File: config.mk
export PLATFORM = sky130hd
export DESIGN_NAME = mem_traffic_gen_inorder_flat
export DESIGN_NICKNAME = d
export VERILOG_FILES = /design/src/rtl/mem_traffic_gen_inorder_if.sv /design/src/rtl/mem_traffic_gen_inorder.sv /design/src/flat_wrapper.sv
export SDC_FILE = /design/constraint.sdc
export NUM_CORES = 1
export LEC_CHECK = 0
export CELL_PAD_IN_SITES_DETAIL_PLACEMENT = 1
export CELL_PAD_IN_SITES_GLOBAL_PLACEMENT = 2
export CORE_ASPECT_RATIO = 0.75
export CORE_MARGIN = 4
export CORE_UTILIZATION = 30
export CTS_BUF_LIST = sky130_fd_sc_hd__clkbuf_4
export DETAILED_ROUTE_END_ITERATION = 7
export PLACE_DENSITY_LB_ADDON = 0.1
export SLEW_MARGIN = 20
export SYNTH_ARGS = -nofsm -noshare
export SYNTH_HDL_FRONTEND = slang
export SYNTH_SLANG_ARGS = --single-unit
File: constraint.sdc
create_clock -name clk_i -period 6.55 [get_ports clk_i]
set_clock_uncertainty 0.2 [all_clocks]
set_input_delay 0.9825 -clock clk_i [delete_from_list [all_inputs] [get_ports clk_i]]
set_output_delay 0.9825 -clock clk_i [all_outputs]
set_load 0.03 [all_outputs]
File: src/rtl/mem_traffic_gen_inorder_if.sv
// Master/slave memory port: req/addr/cmd/wdata towards the slave, ack/rdata/resp back.
// Request fields are held by the master until req && ack; resp returns read data in order.
interface mem_traffic_gen_inorder_if;
  logic        req;
  logic [31:0] addr;
  logic        cmd;
  logic [31:0] wdata;
  logic        ack;
  logic [31:0] rdata;
  logic        resp;

  modport master (
    output req,
    output addr,
    output cmd,
    output wdata,
    input  ack,
    input  rdata,
    input  resp
  );

  modport slave (
    input  req,
    input  addr,
    input  cmd,
    input  wdata,
    output ack,
    output rdata,
    output resp
  );
endinterface

File: src/rtl/mem_traffic_gen_inorder.sv
// In-order write-then-readback sweep master; registered outputs, first req one cycle after start, requests held until acked.
// Reads capped at MAX_OUTSTANDING in flight; MEM_TRAFFIC_GEN_RAND_GAP_EN adds LFSR-driven idle bubbles before new requests.
module mem_traffic_gen_inorder #(
  parameter int unsigned NUM_WORDS       = 256,
  parameter logic [31:0] ADDR_BASE       = 32'h0,
  parameter int unsigned MAX_OUTSTANDING = 4,
  parameter logic [31:0] SEED            = 32'hC0DE0000
) (
  input  logic                       clk_i,
  input  logic                       rst_ni,
  input  logic                       start_i,
  mem_traffic_gen_inorder_if.master  master,
  output logic                       busy_o,
  output logic                       done_o,
  output logic                       err_o,
  output logic [15:0]                err_cnt_o,
  output logic [31:0]                err_addr_o
);

  typedef enum logic [2:0] {
    S_IDLE,
    S_WRITE,
    S_READ,
    S_DRAIN,
    S_DONE
  } state_t;

  localparam logic [15:0] LAST_IDX = 16'(NUM_WORDS - 1);
  localparam logic [4:0]  MAX_OUT  = 5'(MAX_OUTSTANDING);

  state_t      r_state;
  state_t      w_state_nxt;
  logic        r_req;
  logic        w_req_nxt;
  logic [31:0] r_addr;
  logic [31:0] w_addr_nxt;
  logic        r_cmd;
  logic        w_cmd_nxt;
  logic [31:0] r_wdata;
  logic [31:0] w_wdata_nxt;
  logic [15:0] r_idx;
  logic [15:0] w_idx_nxt;
  logic [15:0] w_idx_inc;
  logic [15:0] r_exp_idx;
  logic [4:0]  r_out;
  logic [4:0]  w_out_nxt;
  logic        r_busy;
  logic        r_done;
  logic        w_done_nxt;
  logic        r_err;
  logic [15:0] r_err_cnt;
  logic [31:0] r_err_addr;

  logic        w_xfer;
  logic        w_rd_acc;
  logic        w_resp_ok;
  logic        w_resp_bad;
  logic        w_mismatch;
  logic        w_room;
  logic        w_gap_ok;
  logic        w_start;
  logic        w_busy_nxt;

  function automatic logic [31:0] f_data(input logic [15:0] idx);
    return {~idx, idx} ^ SEED;
  endfunction

  function automatic logic [31:0] f_addr(input logic [15:0] idx);
    return ADDR_BASE + {14'd0, idx, 2'b00};
  endfunction

`ifdef MEM_TRAFFIC_GEN_RAND_GAP_EN
  logic [15:0] r_lfsr;

  always_ff @(posedge clk_i) begin
    if (!rst_ni) begin
      r_lfsr <= 16'hACE1;
    end else begin
      r_lfsr <= {r_lfsr[14:0], r_lfsr[15] ^ r_lfsr[13] ^ r_lfsr[12] ^ r_lfsr[10]};
    end
  end

  // Only gates raising a new request; a request already on the bus is held regardless.
  assign w_gap_ok = (r_lfsr[1:0] != 2'b00);
`else
  assign w_gap_ok = 1'b1;
`endif

  assign w_start    = (r_state == S_IDLE) && start_i;
  assign w_xfer     = r_req && master.ack;
  assign w_rd_acc   = w_xfer && !r_cmd;
  assign w_resp_ok  = master.resp && (r_state == S_READ || r_state == S_DRAIN) && (r_out != 5'd0);
  assign w_resp_bad = master.resp && !w_resp_ok;
  assign w_out_nxt  = r_out + {4'd0, w_rd_acc} - {4'd0, w_resp_ok};
  // Next-cycle occupancy decides the next read, so a freed slot is reused one cycle after its response.
  assign w_room     = (w_out_nxt < MAX_OUT);
  assign w_mismatch = w_resp_ok && (master.rdata != f_data(r_exp_idx));
  assign w_idx_inc  = r_idx + 16'd1;

  always_comb begin
    w_state_nxt = r_state;
    w_req_nxt   = r_req;
    w_addr_nxt  = r_addr;
    w_cmd_nxt   = r_cmd;
    w_wdata_nxt = r_wdata;
    w_idx_nxt   = r_idx;
    w_done_nxt  = r_done;
    unique case (r_state)
      S_IDLE: begin
        if (start_i) begin
          w_state_nxt = S_WRITE;
          w_done_nxt  = 1'b0;
          w_idx_nxt   = 16'd0;
          w_req_nxt   = w_gap_ok;
          w_addr_nxt  = f_addr(16'd0);
          w_cmd_nxt   = 1'b1;
          w_wdata_nxt = f_data(16'd0);
        end
      end
      S_WRITE: begin
        if (w_xfer) begin
          if (r_idx == LAST_IDX) begin
            w_state_nxt = S_READ;
            w_idx_nxt   = 16'd0;
            w_req_nxt   = w_gap_ok && w_room;
            w_addr_nxt  = f_addr(16'd0);
            w_cmd_nxt   = 1'b0;
            w_wdata_nxt = 32'd0;
          end else begin
            w_idx_nxt   = w_idx_inc;
            w_req_nxt   = w_gap_ok;
            w_addr_nxt  = f_addr(w_idx_inc);
            w_wdata_nxt = f_data(w_idx_inc);
          end
        end else if (!r_req) begin
          w_req_nxt = w_gap_ok;
        end
      end
      S_READ: begin
        if (w_xfer) begin
          if (r_idx == LAST_IDX) begin
            w_state_nxt = S_DRAIN;
            w_req_nxt   = 1'b0;
          end else begin
            w_idx_nxt  = w_idx_inc;
            w_req_nxt  = w_gap_ok && w_room;
            w_addr_nxt = f_addr(w_idx_inc);
          end
        end else if (!r_req) begin
          w_req_nxt = w_gap_ok && w_room;
        end
      end
      S_DRAIN: begin
        if (w_out_nxt == 5'd0) begin
          w_state_nxt = S_DONE;
          w_done_nxt  = 1'b1;
        end
      end
      S_DONE: begin
        w_state_nxt = S_IDLE;
      end
      default: begin
        w_state_nxt = S_IDLE;
      end
    endcase
  end

  assign w_busy_nxt = (w_state_nxt == S_WRITE) || (w_state_nxt == S_READ) || (w_state_nxt == S_DRAIN);

  always_ff @(posedge clk_i) begin
    if (!rst_ni) begin
      r_state <= S_IDLE;
      r_req   <= 1'b0;
      r_addr  <= 32'd0;
      r_cmd   <= 1'b0;
      r_wdata <= 32'd0;
      r_idx   <= 16'd0;
      r_out   <= 5'd0;
      r_busy  <= 1'b0;
      r_done  <= 1'b0;
    end else begin
      r_state <= w_state_nxt;
      r_req   <= w_req_nxt;
      r_addr  <= w_addr_nxt;
      r_cmd   <= w_cmd_nxt;
      r_wdata <= w_wdata_nxt;
      r_idx   <= w_idx_nxt;
      r_out   <= w_out_nxt;
      r_busy  <= w_busy_nxt;
      r_done  <= w_done_nxt;
    end
  end

  // Error capture; a new sweep clears everything and restarts the expected index.
  always_ff @(posedge clk_i) begin
    if (!rst_ni) begin
      r_exp_idx  <= 16'd0;
      r_err      <= 1'b0;
      r_err_cnt  <= 16'd0;
      r_err_addr <= 32'd0;
    end else if (w_start) begin
      r_exp_idx  <= 16'd0;
      r_err      <= 1'b0;
      r_err_cnt  <= 16'd0;
      r_err_addr <= 32'd0;
    end else begin
      if (w_resp_ok) begin
        r_exp_idx <= r_exp_idx + 16'd1;
      end
      if (w_mismatch || w_resp_bad) begin
        r_err <= 1'b1;
        if (r_err_cnt != 16'hFFFF) begin
          r_err_cnt <= r_err_cnt + 16'd1;
        end
        if (!r_err) begin
          r_err_addr <= w_resp_bad ? 32'hFFFFFFFF : f_addr(r_exp_idx);
        end
      end
    end
  end

  assign master.req   = r_req;
  assign master.addr  = r_addr;
  assign master.cmd   = r_cmd;
  assign master.wdata = r_wdata;
  assign busy_o       = r_busy;
  assign done_o       = r_done;
  assign err_o        = r_err;
  assign err_cnt_o    = r_err_cnt;
  assign err_addr_o   = r_err_addr;

endmodule

File: src/flat_wrapper.sv
// flat-port wrapper written by rule: the top's interface ports become plain ports
module mem_traffic_gen_inorder_flat 
#(
  parameter int unsigned NUM_WORDS       = 256,
  parameter logic [31:0] ADDR_BASE       = 32'h0,
  parameter int unsigned MAX_OUTSTANDING = 4,
  parameter logic [31:0] SEED            = 32'hC0DE0000
)
  (clk_i, rst_ni, start_i, busy_o, done_o, err_o, err_cnt_o, err_addr_o, master_req, master_addr, master_cmd, master_wdata, master_ack, master_rdata, master_resp);
  mem_traffic_gen_inorder_if master_i ();
  input  logic clk_i;
  input  logic rst_ni;
  input  logic start_i;
  output logic busy_o;
  output logic done_o;
  output logic err_o;
  output logic [15:0] err_cnt_o;
  output logic [31:0] err_addr_o;
  output wire logic [$bits(master_i.req)-1:0] master_req;
  output wire logic [$bits(master_i.addr)-1:0] master_addr;
  output wire logic [$bits(master_i.cmd)-1:0] master_cmd;
  output wire logic [$bits(master_i.wdata)-1:0] master_wdata;
  input wire logic [$bits(master_i.ack)-1:0] master_ack;
  input wire logic [$bits(master_i.rdata)-1:0] master_rdata;
  input wire logic [$bits(master_i.resp)-1:0] master_resp;
  assign master_req = master_i.req;
  assign master_addr = master_i.addr;
  assign master_cmd = master_i.cmd;
  assign master_wdata = master_i.wdata;
  assign master_i.ack = master_ack;
  assign master_i.rdata = master_rdata;
  assign master_i.resp = master_resp;
  mem_traffic_gen_inorder #(.NUM_WORDS(NUM_WORDS), .ADDR_BASE(ADDR_BASE), .MAX_OUTSTANDING(MAX_OUTSTANDING), .SEED(SEED)) u_core (.clk_i(clk_i), .rst_ni(rst_ni), .start_i(start_i), .master(master_i), .busy_o(busy_o), .done_o(done_o), .err_o(err_o), .err_cnt_o(err_cnt_o), .err_addr_o(err_addr_o));
endmodule
==> flow_summary.ini, run 1 <==
[logic_synthesis]
synth-compound-area-share = 0.1676
synth.yosys.warnings = 0
synthArstFlopShare = 0
synth.avg_cell_area_um2 = 8.062
synth-edff-count = 0
synth.largest_area_cell = sky130_fd_sc_hd__dfxtp_1
synth_top_flop_cell = sky130_fd_sc_hd__dfxtp_1
syn_area_um2 = 5450
seq_total_area_yosys = 0.3747
synthDominantCellAreaShare = 0.3747
count_of_distinct_cell_types_in_the_synthesized_netlist = 58
synthXorXnorAreaFrac = 0.05464
largest_family_of_logic_cells_by_synthesized_area = simple AND/OR/NAND/NOR gates
ys_seq_elements = 102
yosys.area_share.simple = 0.2753
synth_top_cells_by_area = sky130_fd_sc_hd__dfxtp_1 37%, sky130_fd_sc_hd__nor2_1 6.7%, sky130_fd_sc_hd__buf_4 5.6%
syn_inst = 676
muxShareOfSynthArea = 0.01102
yosys.area_share.adder = 0.02433

[sta]
final-max-slew-violation-count = 0
maxClockFrequency_mhz = 234.1
timing.final.crit_period_ns = 4.272
relSlewSlack = 0.2587
setup_viol = 0
unrepaired_setup_endpoints_after_global_routing = false
timing.final.hold_violations = 0
timing_worst_slew_pin_value_ns = 1.107
layout_worst_path_cycle_share = 0.6522
setup-tns-final_ns = 0

[place]
place.port_buffers = 137
dpl.hpwl_um = 13340
globalplace.congestion = 0.7977

[critical_path]
critPathLaunch = u_core.r_state[1]
timing.rr.start = u_core.r_state[1]
worst_setup_end_kind = register
worst_ep_required_time_ns = 6.71
setup.worst_path.start_class = register
worst-endpoint-arrival_ns = 4.43
critPathKind = register to register
critical_path_peak_fanout = 10

[global_route]
antenna_violations_before_repair = 0
grtUsageMet3 = 0.03573
use_met1 = 0.2494
grt.busiest_layer = met2
grt_pass1_vias = 5122
grt_first_pass_wirelength_um = 28090
grt_start_max_net_pins = 34
groute.layer.met2.usage = 0.2631
grtUsageTotal = 0.1718
global_route.overflow_total = 0

[power]
share_comb_of_total_power = 0.196
power_frac_seq = 0.485
netSwitchingPower_uw = 420.6
power_frac_clock = 0.320
internal_power_uw = 937.3
sw_ratio = 0.3098
p_per_area_nw_per_um2 = 194.4
cellLeakagePower_nw = 2.501
peakVddDrop_mv = 0.07625

[clock_tree]
clk_pin_slew_worst_paths_ns = 0.18
cts-root-buf = sky130_fd_sc_hd__clkbuf_4
cts_tree = yes
cts-buffers-inserted = 9
post-cts-setup-buffer-count = 0
cts-root-to-sink-buffers = 2
clkLatencyLatePin_ns = 0.50
cts_hold_repair.buffers = 0
clkSinkCount = 102
ctsHtreeMaxLevel = 3
post_cts_resize_count = 0

[floorplan]
io_pins = 154
initial_utilization = 0.3068
design.die.area_um2 = 20410
std_cell_rows = 42
die_y_um = 124.7
chipWidth_um = 163.6
design.core.area_um2 = 17760

[run]
maxCapViolations = 0

[worst_hold_path]
hold_path_class = register to register
hold_path.startpoint = u_core.done_o

[detailed_routing]
routed_wirelength_um = 17890
drt.antenna.violating_nets = 0
number_of_drc_markers_after_the_initial_detailed_route_iteration = 231
routed-via-count = 5140
routed_via_density = 5.039
post_drt_wl_per_cell_um = 17.54
drc_errors = 0
first_pass_iteration_count_of_the_detailed_router = 4

[finish]
post_route_cells_drive_above_1_share = 0.05013
diodes = 0
nNetsFinal = 820
filler_cell_count = 2162
area_growth_syn_to_layout_pct = 28.19
post-route-util = 0.3934

[run_status]
run_status = finished clean
## path summary, 6_finish.rpt
path / end / slack [ns] / cells after the start
worst max register to register: u_core.master.req / 2.28 / 13
worst min-delay path: u_core.done_o / 0.26 / 2
worst max-delay path: u_core.master.req / 2.28 / 13
worst min register to register: u_core.done_o / 0.26 / 2
## power by group through the flow
stage               Clock, mW  Sequential (mW)  Combinational [mW]
finish                  0.434            0.658               0.266
detailed placement          0            0.672               0.266
CTS                     0.451            0.659               0.268
floorplan                   0            0.695               0.153
global route            0.474            0.662               0.287
global placement            0            0.671               0.262
## state kept, by name, summed over array words and instances, names as in the netlist, 3 cells and up
| signal | flops |
|---|---|
| u_core.err_addr_o | 17 |
| u_core.r_state | 3 |
| u_core.r_exp_idx | 16 |
| u_core.err_cnt_o | 16 |
| u_core.r_out | 5 |
| u_core.master.addr | 16 |
| u_core.master.wdata | 24 |
## layer usage
layer / share of wire / vias to the layer above
li1: - / 2540
met1: 0.50 / 2475
met2: 0.44 / 115
met3: 0.052 / 10
met4: 0.0082 / 0
met5: 0 / -
## metrics by stage
| step | worst slack [ns] | instances | power (mW) | area [um^2] | hold slack, ns |
|---|---|---|---|---|---|
| final | 2.278 | 1020 | 1.358 | 6987 | 0.2601 |
| after global routing | 2.062 | 1020 | 1.423 | 6987 | 0.3056 |
| after CTS | 2.272 | 1020 | 1.378 | 6983 | 0.2622 |
| after detailed placement | 2.069 | 1004 | 0.9382 | 6794 | 0.2426 |
| after global placement | 2.288 | 1004 | 0.9328 | 6792 | 0.2451 |
| after floorplan | 2.964 | 691 | 0.8481 | 5507 | 0.3117 |
## final cells by class
type	instances	area (um^2)	share of cell area
inverters	14	52.55	0.007521
well taps	242	302.8	0.04334
flip-flops and latches	102	2042	0.2923
clock inverters	7	121.4	0.01737
repair buffers	144	1424	0.2038
clock buffers	9	67.56	0.009670
multi-input cells	502	2977	0.4260
## synth_stat cells (4+ instances only)
library cell / instances
sky130_fd_sc_hd__ha_1: 9
sky130_fd_sc_hd__nor3_1: 23
sky130_fd_sc_hd__a21oi_1: 37
sky130_fd_sc_hd__nor3b_1: 7
sky130_fd_sc_hd__nand2b_1: 8
sky130_fd_sc_hd__nor4_1: 5
sky130_fd_sc_hd__xor2_1: 20
sky130_fd_sc_hd__and4_1: 4
sky130_fd_sc_hd__xnor2_1: 14
sky130_fd_sc_hd__nand4_1: 19
sky130_fd_sc_hd__o22ai_1: 17
sky130_fd_sc_hd__a2bb2oi_1: 6
sky130_fd_sc_hd__dfxtp_1: 102
sky130_fd_sc_hd__nor2_1: 97
sky130_fd_sc_hd__a211oi_1: 17
sky130_fd_sc_hd__and2_1: 13
sky130_fd_sc_hd__a31oi_1: 8
sky130_fd_sc_hd__or4_1: 6
sky130_fd_sc_hd__mux2i_1: 6
sky130_fd_sc_hd__or3_1: 4
sky130_fd_sc_hd__nand2_1: 59
sky130_fd_sc_hd__buf_2: 9
sky130_fd_sc_hd__o31ai_1: 5
sky130_fd_sc_hd__inv_1: 14
sky130_fd_sc_hd__clkbuf_1: 19
sky130_fd_sc_hd__buf_4: 41
sky130_fd_sc_hd__o21ai_0: 20
sky130_fd_sc_hd__and3_1: 14
sky130_fd_sc_hd__and3b_1: 8
sky130_fd_sc_hd__nand3_1: 25
## cells by family after synthesis
| group | after synthesis |
|---|---|
| simple gates | 301 |
| compound gates | 135 |
| flops | 102 |
| buf+inv | 87 |
| xor+xnor | 34 |
| fa+ha+maj | 10 |
| mux | 6 |
| other cells | 1 |
## cell usage in the layout (no fill, tap or decap), types with 3 or more instances in the layout
master | synthesis | routed
sky130_fd_sc_hd__a211oi_1 | 17 | 17
sky130_fd_sc_hd__dfxtp_1 | 102 | 102
sky130_fd_sc_hd__or4_1 | 6 | 6
sky130_fd_sc_hd__a21oi_1 | 37 | 36
sky130_fd_sc_hd__o22ai_1 | 17 | 17
sky130_fd_sc_hd__and3_1 | 14 | 14
sky130_fd_sc_hd__buf_4 | 41 | 7
sky130_fd_sc_hd__o21ai_0 | 20 | 20
sky130_fd_sc_hd__nor3b_1 | 7 | 7
sky130_fd_sc_hd__nand2b_1 | 8 | 8
sky130_fd_sc_hd__and2_1 | 13 | 13
sky130_fd_sc_hd__xor2_1 | 20 | 20
sky130_fd_sc_hd__nor2b_1 | 3 | 3
sky130_fd_sc_hd__nand4_1 | 19 | 19
sky130_fd_sc_hd__nand2_1 | 59 | 58
sky130_fd_sc_hd__nand3_1 | 25 | 25
sky130_fd_sc_hd__a2bb2oi_1 | 6 | 6
sky130_fd_sc_hd__mux2i_1 | 6 | 6
sky130_fd_sc_hd__and3b_1 | 8 | 8
sky130_fd_sc_hd__a31oi_1 | 8 | 8
sky130_fd_sc_hd__conb_1 | 1 | 16
sky130_fd_sc_hd__bufinv_16 | 0 | 3
sky130_fd_sc_hd__nor4_1 | 5 | 5
sky130_fd_sc_hd__ha_1 | 9 | 9
sky130_fd_sc_hd__nor2_1 | 97 | 97
sky130_fd_sc_hd__or3_1 | 4 | 4
sky130_fd_sc_hd__xnor2_1 | 14 | 14
sky130_fd_sc_hd__and4_1 | 4 | 4
sky130_fd_sc_hd__clkinvlp_4 | 0 | 3
sky130_fd_sc_hd__clkbuf_4 | 0 | 9
sky130_fd_sc_hd__nor3_1 | 23 | 23
sky130_fd_sc_hd__clkdlybuf4s50_1 | 0 | 137
sky130_fd_sc_hd__o31ai_1 | 5 | 5
sky130_fd_sc_hd__inv_1 | 14 | 14
## critical path, stage by stage (launching register included)
cell	delay, ns
sky130_fd_sc_hd__dfxtp_1	0.59
sky130_fd_sc_hd__nor2b_1	0.62
sky130_fd_sc_hd__nand3_1	0.39
sky130_fd_sc_hd__inv_1	0.27
sky130_fd_sc_hd__ha_1	0.17
sky130_fd_sc_hd__inv_1	0.04
sky130_fd_sc_hd__ha_1	0.21
sky130_fd_sc_hd__fa_1	0.44
sky130_fd_sc_hd__xor2_1	0.22
sky130_fd_sc_hd__nor3b_1	0.09
sky130_fd_sc_hd__a311o_1	0.29
sky130_fd_sc_hd__and2_1	0.21
sky130_fd_sc_hd__a221oi_1	0.31
sky130_fd_sc_hd__nor4_1	0.09
(Power assumes the default switching activity.)
==> run 2: changes to the inputs <==
Settings changed: CORE_UTILIZATION 30 to 25.
Clock period 6.55 ns to 3.9 ns, I/O delays scaled along.
==> run 2 against run 1 <==
  * Power up 57%
  * Worst hold slack better by 0.015 ns
  * Fmax grew 15%
  * Sequential power grew 67%
  * Via count grew 2.3%
  * Largest power group unchanged
  * Highest routed layer unchanged
  * Worst setup slack worse by 2.1 ns
  * Critical endpoint unchanged
  * Non-clock buffer count increased by 6
==> flow_summary.ini, run 2 (synthesis results as in run 1) <==
[run_status]
run_status = finished clean

[critical_path]
worst-endpoint-arrival_ns = 3.90
worst_path_largest_cell_delay_ns = 0.50
worst_ep_required_time_ns = 4.08
worstPathCellList = inv_1, ha_1, or4b_4, nand3_1, inv_1, ha_1, inv_1, ha_1, fa_1, xor2_1, nor3b_1, a311o_1, and2_1, a221oi_1, nor4_1
worst_setup_end_kind = register
setup.worst_path.start_class = register
critPathKind = register to register
critical_path_peak_fanout = 4
cell_with_the_largest_stage_delay_on_the_worst_path = sky130_fd_sc_hd__or4b_4

[global_route]
grt_pass1_vias = 5417
antenna_violations_before_repair = 0
grt_first_pass_wirelength_um = 30060
grtUsageTotal = 0.1551
global_route.overflow_total = 0
grt_start_max_net_pins = 34

[worst_hold_path]
hold_path_class = register to register

[place]
preCtsSetupSlack_ns = 0.1168
globalplace.congestion = 0.8122
dpl.hpwl_um = 14080
place.port_buffers = 137
dp.cells = 1056

[sta]
setup_ws_ns = 0.1825
setup_viol = 0
timing_worst_slew_pin_value_ns = 1.078
layout_worst_path_cycle_share = 0.9532
relSlewSlack = 0.2813
final-max-slew-violation-count = 0
timing.final.crit_period_ns = 3.718
maxClockFrequency_mhz = 269.0
timing.final.hold_violations = 0
setup-tns-final_ns = 0

[power]
peakVddDrop_mv = 0.1304
p_per_area_nw_per_um2 = 302.7
cellLeakagePower_nw = 2.519

[detailed_routing]
number_of_drc_markers_after_the_initial_detailed_route_iteration = 221
routed-via-count = 5259
routed_via_density = 4.906
post_drt_wl_per_cell_um = 17.58
drc_errors = 0
routed_wirelength_um = 18850
first_pass_iteration_count_of_the_detailed_router = 4
drt.antenna.violating_nets = 0

[clock_tree]
cts_hold_repair.buffers = 0
cts-root-to-sink-buffers = 2
clk_pin_slew_worst_paths_ns = 0.17
cts-root-buf = sky130_fd_sc_hd__clkbuf_4
cts-buffers-inserted = 9
cts_tree = yes
ctsHtreeMaxLevel = 3
clkLatencyLatePin_ns = 0.49
clkSinkCount = 102

[finish]
largest_register_ffs = 24
diodes = 0
mostFrequentLayoutCells = 137 x sky130_fd_sc_hd__clkdlybuf4s50_1, 102 x sky130_fd_sc_hd__dfxtp_1, 97 x sky130_fd_sc_hd__nor2_1
post_route_cells_drive_above_1_share = 0.05867
area_growth_syn_to_layout_pct = 29.34
nNetsFinal = 826
layout_commonest_cell = sky130_fd_sc_hd__clkdlybuf4s50_1
fin_cells = 1072

[floorplan]
io_pins = 154
chipWidth_um = 178.5
design.die.area_um2 = 24250
die_y_um = 135.9
design.core.area_um2 = 21300
initial_utilization = 0.2559
std_cell_rows = 46

[run]
maxCapViolations = 0
-- run 2: cell types whose count changed in the layout (fill, tap and decap cells not counted), sizes merged --
cell      before  now
clkinvlp       3    2
clkinv         0    3
buf            7   13
bufinv         3    0
inv           15   16
-- run 2: worst paths after layout --
path / startpoint / to / depth (start not counted) / slack (ns)
max: u_core.r_out[2] / u_core.master.req / 15 / 0.18
min: u_core.done_o / u_core.done_o / 2 / 0.27
max reg2reg: u_core.r_out[2] / u_core.master.req / 15 / 0.18
min reg2reg: u_core.done_o / u_core.done_o / 2 / 0.27
-- run 2: cell type report --
cell class,count,area [um^2]
Fill cell,2573,14250
Multi-Input combinational cell,502,2988
Sequential cell,102,2042
Timing Repair Buffer,150,1481
Tap cell,288,360.3
Clock buffer,9,67.56
Clock inverter,7,57.56
Inverter,14,52.55
-- run 2: critical path: cells and delay by family (launching register included) --
kind,cells,cell delay (ns)
simple gates,5,1.01
compound gates,2,0.58
buf+inv,3,0.19
fa+ha+maj,4,1.07
xor+xnor,1,0.21
flops,1,0.36
-- run 2: timing repair --
item	in CTS	in global routing
setup endpoints to repair	0	2
hold endpoints to repair	0	0
gates resized for setup	0	2
setup buffers	0	0
-- run 2: routing by layer --
layer	vias to the layer above	global-route usage	wire [um]
met1	2593	0.2277	9638
met4	0	0.02812	120
li1	2547	-	-
met5	-	0	0
met3	8	0.02919	722
met2	111	0.2390	8370
-- run 2: where the power goes --
part,leakage [nW],switching [mW],internal [mW]
Combinational,1.63,0.284,0.181
Clock,0.0644,0.425,0.139
Sequential,0.829,0.0279,1.08
Total,2.52,0.737,1.40
-- run 2: stage by stage --
stage               utilization  area (um^2)  power, mW  hold WS (ns)
finish                   0.3310         7049      2.133        0.2749
global route             0.3310         7049      2.251        0.3004
CTS                      0.3302         7032      2.165        0.2789
detailed placement       0.3243         6907      1.585        0.2522
global placement         0.3243         6907      1.577        0.2464
floorplan                     -         5507      1.424        0.3117
==> run 3: changes to the inputs <==
--- a/config.mk
+++ b/config.mk
@@ -14,2 +14,3 @@
 export DETAILED_ROUTE_END_ITERATION = 7
+export GPL_ROUTABILITY_DRIVEN = 0
 export PLACE_DENSITY_LB_ADDON = 0.1
--- a/constraint.sdc
+++ b/constraint.sdc
@@ -4,2 +4,2 @@
 set_output_delay 0.585 -clock clk_i [all_outputs]
-set_load 0.03 [all_outputs]
+set_load 0.005 [all_outputs]
==> results of run 3 <==
The final DEF is identical to that of run 2. Status: finished clean.
Main changes from that run: total power 2.133 mW -> 2.049 mW; worst IR drop on VDD 0.1304 mV -> 0.1276 mV
